===== src/rtl/sjf_sched_param.sv =====
// Shortest-job-first task scheduler with SLOTS slots; executes one time unit per RUN cycle.
// Define SJF_PREEMPT_EN for preemptive shortest-remaining-time-first selection.
module sjf_sched_param #(
    parameter int SLOTS  = 5,
    parameter int RT_W   = 4,
    parameter int ID_W   = 16,
    parameter int TIME_W = 6
) (
    input  logic              clk,
    input  logic              rst_n,
    input  logic              start,
    input  logic              in_valid,
    output logic              in_ready,
    input  logic [RT_W-1:0]   in_rt,
    input  logic [ID_W-1:0]   in_id,
    output logic              out_valid,
    output logic [ID_W-1:0]   task_out,
    output logic              done_valid,
    output logic [ID_W-1:0]   done_id,
    output logic [TIME_W-1:0] done_tat,
    output logic              empty,
    output logic              full
);

    localparam int IDX_W = (SLOTS > 1) ? $clog2(SLOTS) : 1;
    localparam logic [0:0] ST_IDLE = 1'b0;
    localparam logic [0:0] ST_RUN  = 1'b1;

    logic [0:0]        state;
    logic [TIME_W-1:0] timer;
    logic [RT_W-1:0]   rem     [SLOTS];
    logic [TIME_W-1:0] arrival [SLOTS];
    logic [ID_W-1:0]   id_q    [SLOTS];
    logic              lock_vld;
    logic [IDX_W-1:0]  lock_idx;

    logic              run;
    logic [SLOTS-1:0]  occ;
    logic [IDX_W-1:0]  free_idx;
    logic              wr_en;
    logic              sel_vld;
    logic [IDX_W-1:0]  sel_idx;
    logic [RT_W-1:0]   sel_rem;
    logic [TIME_W-1:0] sel_age;
    logic              sel_run;
    logic              exec_vld;
    logic [IDX_W-1:0]  exec_idx;
    logic              exec_last;

    // True when candidate a strictly beats candidate b; equal keys keep the earlier (lower) index.
    function automatic logic better(input logic [RT_W-1:0] rem_a, input logic [TIME_W-1:0] age_a,
                                    input logic run_a, input logic [RT_W-1:0] rem_b,
                                    input logic [TIME_W-1:0] age_b, input logic run_b);
        if (rem_a != rem_b) return rem_a < rem_b;
        if (run_a != run_b) return run_a;
        return age_a > age_b;
    endfunction

    assign run = (state == ST_RUN);

    always_comb begin
        occ      = '0;
        free_idx = '0;
        for (int i = SLOTS - 1; i >= 0; i--) begin
            occ[i] = (rem[i] != '0);
            if (rem[i] == '0) free_idx = IDX_W'(i);
        end
    end

    assign empty    = ~|occ;
    assign full     = &occ;
    assign in_ready = run && !full;
    assign wr_en    = in_valid && in_ready && (in_rt != '0);

    always_comb begin
        logic [TIME_W-1:0] age_i;
        logic              run_i;
        sel_vld = 1'b0;
        sel_idx = '0;
        sel_rem = '0;
        sel_age = '0;
        sel_run = 1'b0;
        for (int i = 0; i < SLOTS; i++) begin
            age_i = timer - arrival[i];
`ifdef SJF_PREEMPT_EN
            run_i = lock_vld && (lock_idx == IDX_W'(i));
`else
            run_i = 1'b0;
`endif
            if (occ[i] && (!sel_vld || better(rem[i], age_i, run_i, sel_rem, sel_age, sel_run))) begin
                sel_vld = 1'b1;
                sel_idx = IDX_W'(i);
                sel_rem = rem[i];
                sel_age = age_i;
                sel_run = run_i;
            end
        end
    end

`ifdef SJF_PREEMPT_EN
    // lock only tracks the running slot for tie-breaking; selection is redone every cycle.
    assign exec_vld = run && sel_vld;
    assign exec_idx = sel_idx;
`else
    assign exec_vld = run && (lock_vld || sel_vld);
    assign exec_idx = lock_vld ? lock_idx : sel_idx;
`endif

    assign exec_last  = exec_vld && (rem[exec_idx] == RT_W'(1));
    assign out_valid  = exec_vld;
    assign task_out   = exec_vld ? id_q[exec_idx] : '1;
    assign done_valid = exec_last;
    assign done_id    = exec_last ? id_q[exec_idx] : '0;
    assign done_tat   = exec_last ? (timer - arrival[exec_idx]) : '0;

    always_ff @(posedge clk or negedge rst_n) begin
        if (!rst_n) begin
            state    <= ST_IDLE;
            timer    <= '0;
            lock_vld <= 1'b0;
            lock_idx <= '0;
            for (int i = 0; i < SLOTS; i++) rem[i] <= '0;
        end else begin
            if (state == ST_IDLE && start) state <= ST_RUN;
            if (run) timer <= timer + TIME_W'(1);
            if (exec_vld) begin
                lock_vld <= !exec_last;
                lock_idx <= exec_idx;
            end
            // Accept targets a free slot, execute an occupied one, so they never collide.
            for (int i = 0; i < SLOTS; i++) begin
                if (wr_en && free_idx == IDX_W'(i))
                    rem[i] <= in_rt;
                else if (exec_vld && exec_idx == IDX_W'(i))
                    rem[i] <= rem[i] - RT_W'(1);
            end
        end
    end

    // Payload fields are qualified by rem != 0 and need no reset.
    always_ff @(posedge clk) begin
        if (wr_en) begin
            arrival[free_idx] <= timer;
            id_q[free_idx]    <= in_id;
        end
    end

endmodule


===== config.mk =====
export PLATFORM = sky130hd
export DESIGN_NAME = sjf_sched_param
export DESIGN_NICKNAME = d
export VERILOG_FILES = /design/src/rtl/sjf_sched_param.sv
export SDC_FILE = /design/constraint.sdc
export NUM_CORES = 1
export LEC_CHECK = 0
export CAP_MARGIN = 5
export CORE_AREA = 2 2 96 190
export CTS_BUF_LIST = sky130_fd_sc_hd__clkbuf_16
export CTS_CLUSTER_DIAMETER = 50
export DETAILED_ROUTE_END_ITERATION = 6
export DIE_AREA = 0 0 98 192
export MAX_ROUTING_LAYER = met4
export PLACE_DENSITY = 0.81
export SLEW_MARGIN = 25
export SYNTH_ARGS = -nofsm -noshare
export SYNTH_HDL_FRONTEND = slang
export SYNTH_SLANG_ARGS = --single-unit

===== constraint.sdc =====
create_clock -name clk -period 23.9 [get_ports clk]
set_clock_uncertainty 0.15 [all_clocks]
set_input_delay 4.78 -clock clk [delete_from_list [all_inputs] [get_ports clk]]
set_output_delay 4.78 -clock clk [all_outputs]
set_load 0.01 [all_outputs]

# Word-level counts from Yosys, hierarchy flattened

Memories as Yosys holds them, arrays and structs flattened.
Index checks and enable logic that the tools add are counted.

Bits in registers: 31
Bits in latches: 0
Memory bits (writable): 110
Memory bits (read-only): 0
Bits of input ports: 24
Output and inout bits: 43
Logic and storage cells: 160
Memories: 2

Memories:

| name    | words | width | rd ports | clocked after Yosys merged registers in | wr ports | line | text |
|---|---|---|---|---|---|---|---|
| id_q    | 5     | 16    | 1        | 0                                       | 1        | 33   | `logic [ID_W-1:0] id_q [SLOTS];` |
| arrival | 5     | 6     | 6        | 0                                       | 1        | 32   | `logic [TIME_W-1:0] arrival [SLOTS];` |

Add/subtract/negate cells: 12
$mul: 0
Div/mod/pow operators: 0
Magnitude comparators: 9
Eq/ne operators: 13
Shift-type cells: 0
Mux-type cells: 61
Bitwise logic cells: 2
Reductions and logical operators: 52

Operators by type and width:

| operator                                            | count |
|---|---|
| 2-to-1 mux 4 bit                                    | 16 |
| subtractor 6 bit                                    | 6 |
| 2-to-1 mux 16 bit                                   | 2 |
| 2-to-1 mux 6 bit                                    | 5 |
| 2-to-1 mux 1 bit                                    | 28 |
| 2-to-1 mux 3 bit                                    | 9 |
| > comparator 6 bit                                  | 4 |
| nonzero test 4 bit                                  | 6 |
| logical AND 1 bit                                   | 20 |
| logical NOT 4 bit                                   | 5 |
| subtractor 4 x 1 -> 4 bit, second input constant    | 5 |
| less-than comparator 4 bit                          | 4 |
| inequality test 4 bit                               | 4 |
| binary-select mux 4 bit (select 3 bit)              | 1 |
| equality test 3 x 2 -> 1 bit, second input constant | 4 |
| nonzero test 2 bit                                  | 5 |
| logical NOT 1 bit                                   | 7 |
| adder 6 x 1 -> 6 bit, second input constant         | 1 |
| equality test 3 x 1 -> 1 bit, second input constant | 2 |
| equality test 3 bit, second input constant          | 2 |
| logical NOT 3 bit                                   | 2 |
| logical OR 1 bit                                    | 5 |
| AND reduction 5 bit                                 | 1 |
| OR reduction 5 bit                                  | 1 |
| 4 further kinds                                     | 4 |

# Longest topological paths before layout

Depth after elaboration: 42
Gate-level depth with buffers: 54

# Least setup slack after synthesis

Ideal clock, no wire load.

Kind: flip-flop to output port
Start point: register timer[1]
End point: output done_tat[5]
Arrival time: 10.105 ns
Required time: 18.970 ns
Slack: 8.865 ns
Cell stages (with the launch flop): 49
Path buffers: 2
Cell sequence: dfrtp_1 ha_1 nor2b_1 o21ai_0 a21boi_0 o21ai_0 a21oi_1 nor3b_1 inv_1 ha_1 nand4_1 o21bai_1 a31oi_1 o31a_1 clkbuf_1 nand2_1 o31ai_1 inv_1 [13 not listed] nand2b_1 a2111o_1 a311oi_2 nor2_2 o21ai_1 nor2_2 a22o_1 a311oi_1 a31oi_1 ha_1 nor2b_1 o21ai_0 nand2b_1 a21o_1 a21oi_1 xor2_1 xnor2_1 nor2_1

Longest elaborated chain between the ends: 37
Elaborated cells on any way between the ends: 67
Those cells by class: add/sub: 6; order compare: 7; eq/ne: 4; mux: 34; bitwise: 1; reduce/logical: 14; memory: 1

RTL lines:

| element                                                   | line | text |
|---|---|---|
| start: declaration                                        | 30   | `logic [TIME_W-1:0] timer;` |
| start signal: assignment                                  | 125  | `if (run) timer <= timer + TIME_W'(1);` |
| branches (longest 36 deep; another with subtractor 6 bit) | -    |  |
| 2-to-1 mux 6 bit (*)                                      | 114  | `assign done_tat = exec_last ? (timer - arrival[exec_idx]) : '0;` |
| end: declaration                                          | 20   | `output logic [TIME_W-1:0] done_tat,` |

Mark *: on every way between the ends. The select of a mux whose other input is x is not followed.

# Worst setup path after layout

Same ends and word-level chain as after synthesis.

==> flow_metrics.py <==
metrics = {
    "finish": {
        "drive_gt1_share_pct": 8.34,
        "syn_to_final_growth_pct": 16.2,
        "nets": 1017,
        "fin_area_mm2": 0.0108,
        "diodes": 0,
    },
    "global_routing": {
        "grt_max_degree": 32,
        "grt_pass1_vias": 7185,
        "grt_remaining_overflow": 0,
        "gr-usage-all-layers_pct": 25.9,
        "grt_pass1_wl_um": 36200,
        "antenna_found_initial": 0,
    },
    "run_status": {
        "run_status": "complete, no violations",
    },
    "cts": {
        "cts_setup_buffers": 0,
        "h-tree-depth": 4,
        "cts.sinks": 159,
        "clock_path_buffers": 2,
        "ctsResizeCount": 0,
        "tritoncts": "done",
        "cts_buffers": 17,
        "cts_hold_buf": 0,
        "path_clk_slew_ns": 0.07,
        "insertion_delay_ns": 0.43,
        "cts_root_buf": "clkbuf_16",
    },
    "drt": {
        "drc": 0,
        "wl_per_cell_um": 20.3,
        "drt_iter0_drc": 409,
        "detail-route-antenna-nets": 0,
        "vias": 6856,
        "via_per_inst": 6.05,
        "finalWirelength_um": 23000,
        "drt_first_pass_iters": 5,
    },
    "flow_run": {
        "cap_violations": 0,
    },
    "synthesis": {
        "yosysMostFrequentCell": "edfxtp_1",
        "synthTopCellsByCount": "edfxtp_1 (128), ha_1 (77), nor2_1 (66), nand2_1 (65), inv_1 (58)",
        "synth_top_cell_by_area": "edfxtp_1",
        "syn-cell-area_mm2": 0.00933,
        "ys_seq_area_share_pct": 49.5,
        "avgSynthCellArea_um2": 11.3,
        "netlist.area_leader.share_pct": 41.2,
        "synth_top_cells_by_area": "edfxtp_1 (41%), ha_1 (10%), dfrtp_1 (8.3%)",
        "yosysWarnings": 0,
        "synth_seq_cells": 159,
        "synth_ff_type": "edfxtp_1",
        "ys_types": 75,
        "synth_edf_count": 128,
        "syn_inst": 827,
        "async_flop_share_pct": 19.5,
    },
    "sta": {
        "setup_slack_ns": 6.12,
        "slew_headroom_pct": 32.0,
        "rsz0062_at_grt": "no",
        "fmax_ghz": 0.0562,
        "setup_tns_ns": 0,
        "period_share_pct": 74.4,
        "slew_viol_final": 0,
        "tightest_slew_ns": 1.02,
        "setup-violations-final": 0,
        "finalHoldViolCount": 0,
        "hold_slack_ns": 0.389,
        "fin_crit_ns": 17.78,
    },
    "placement": {
        "hpwl_um": 16500,
        "post-place-ws_ns": 6.80,
        "port_buffers": 66,
        "placed_area_mm2": 0.0103,
        "gp_congestion": 0.970,
    },
    "worst_setup_path": {
        "cp-start-kind": "register",
        "critPathSlowestCell": "dfrtp_1",
        "required_ns": 18.97,
        "arrival_ns": 12.85,
        "crit_path_max_fanout": 23,
        "crit_top_cell": "ha_1",
        "critPathMaxStageDelay_ns": 0.89,
        "worstSetupPathType": "reg -> out",
        "critPathCaptureType": "output pin",
    },
    "floorplan": {
        "dieArea_mm2": 0.0188,
        "pin_count": 67,
        "coreArea_mm2": 0.0173,
        "die_w_um": 98,
        "rows": 68,
        "die_height_um": 192,
        "start_util_pct": 54.0,
    },
    "worst_hold_path": {
        "hold_class": "reg -> reg",
    },
}
## cells by family (layout without fill, tap and decap cells)
logic type / count (synthesis) / count (layout) / share of synthesized area [%]
flops: 159 / 159 / 49.5
xor+xnor: 46 / 46 / 4.32
simple gates: 220 / 220 / 11.7
fa+ha+maj: 83 / 83 / 11.6
other cells: 1 / 18 / 0.0402
buf+inv: 86 / 165 / 3.86
compound gates: 210 / 210 / 16.5
mux: 22 / 22 / 2.47
## layout make-up
cell class	count	area, um^2
Tap cell	210	263
Inverter	58	218
Timing Repair Buffer	75	728
Clock buffer	17	425
Multi-Input combinational cell	599	4430
Clock inverter	15	158
Fill cell	1337	6430
Sequential cell	159	4620
## state kept, by name, summed over array words and instances (netlist names)
signal and flops:
id_q 80, arrival 48, rem 20, timer 6
lock_idx 3, lock_vld 1, run 1
## routing by layer
layer	vias to the layer above	GRT usage [%]	wire length (um)
met5	-	-	0
met4	0	17.9	1550
met1	3271	25.8	8060
met3	92	3.86	1040
met2	266	46.0	12400
li1	3227	-	-
## placed cells by master (no fill, tap or decap), types with 25 or more instances in the layout
cell	n
a221o_1	33
ha_1	77
a21o_1	25
inv_1	56
xnor2_1	28
clkdlybuf4s50_1	66
nand2_1	65
a21oi_1	45
nor2_1	65
dfrtp_1	31
edfxtp_1	128
o21ai_0	31
## worst max-delay path: cells and delay by family, from the launching register on
kind	cells	cell delay [ns]
AO/OA/AOI/OAI	22	5.96
adder cells (fa/ha/maj)	6	1.76
AND/OR/NAND/NOR	11	1.60
buffers and inverters	4	1.00
flip-flops	1	0.89
multiplexers	2	0.78
XOR/XNOR	2	0.38
## worst paths after layout
| check | from | to | slack, ns | cells past startpoint |
|---|---|---|---|---|
| setup / recovery | timer[1]$_DFFE_PN0P_ | done_tat[5] | 6.12 | 47 |
| hold reg to reg | lock_idx[2]$_DFFE_PN0P_ | lock_idx[2]$_DFFE_PN0P_ | 0.39 | 2 |
| hold / removal | lock_idx[2]$_DFFE_PN0P_ | lock_idx[2]$_DFFE_PN0P_ | 0.39 | 2 |
| setup reg to reg | timer[1]$_DFFE_PN0P_ | lock_vld$_DFFE_PN0P_ | 12.91 | 37 |
| max in group asynchronous | rst_n | lock_idx[1]$_DFFE_PN0P_ | 18.65 | 2 |
| min in group asynchronous | rst_n | rem[3]$_DFFE_PN0P_ | 4.61 | 2 |
## through the flow
| stage | utilization (%) | instances |
|---|---|---|
| 2_1_floorplan | - | 844 |
| 3_3_place_gp | 59.4 | 1101 |
| 3_5_place_dp | 59.4 | 1101 |
| 4_1_cts | 62.8 | 1133 |
| 5_1_grt | 62.8 | 1133 |
| 6_report | 62.8 | 1133 |
Power is not shown: default switching activity piles up to over one toggle a cycle in this logic, so the estimate is an artifact.
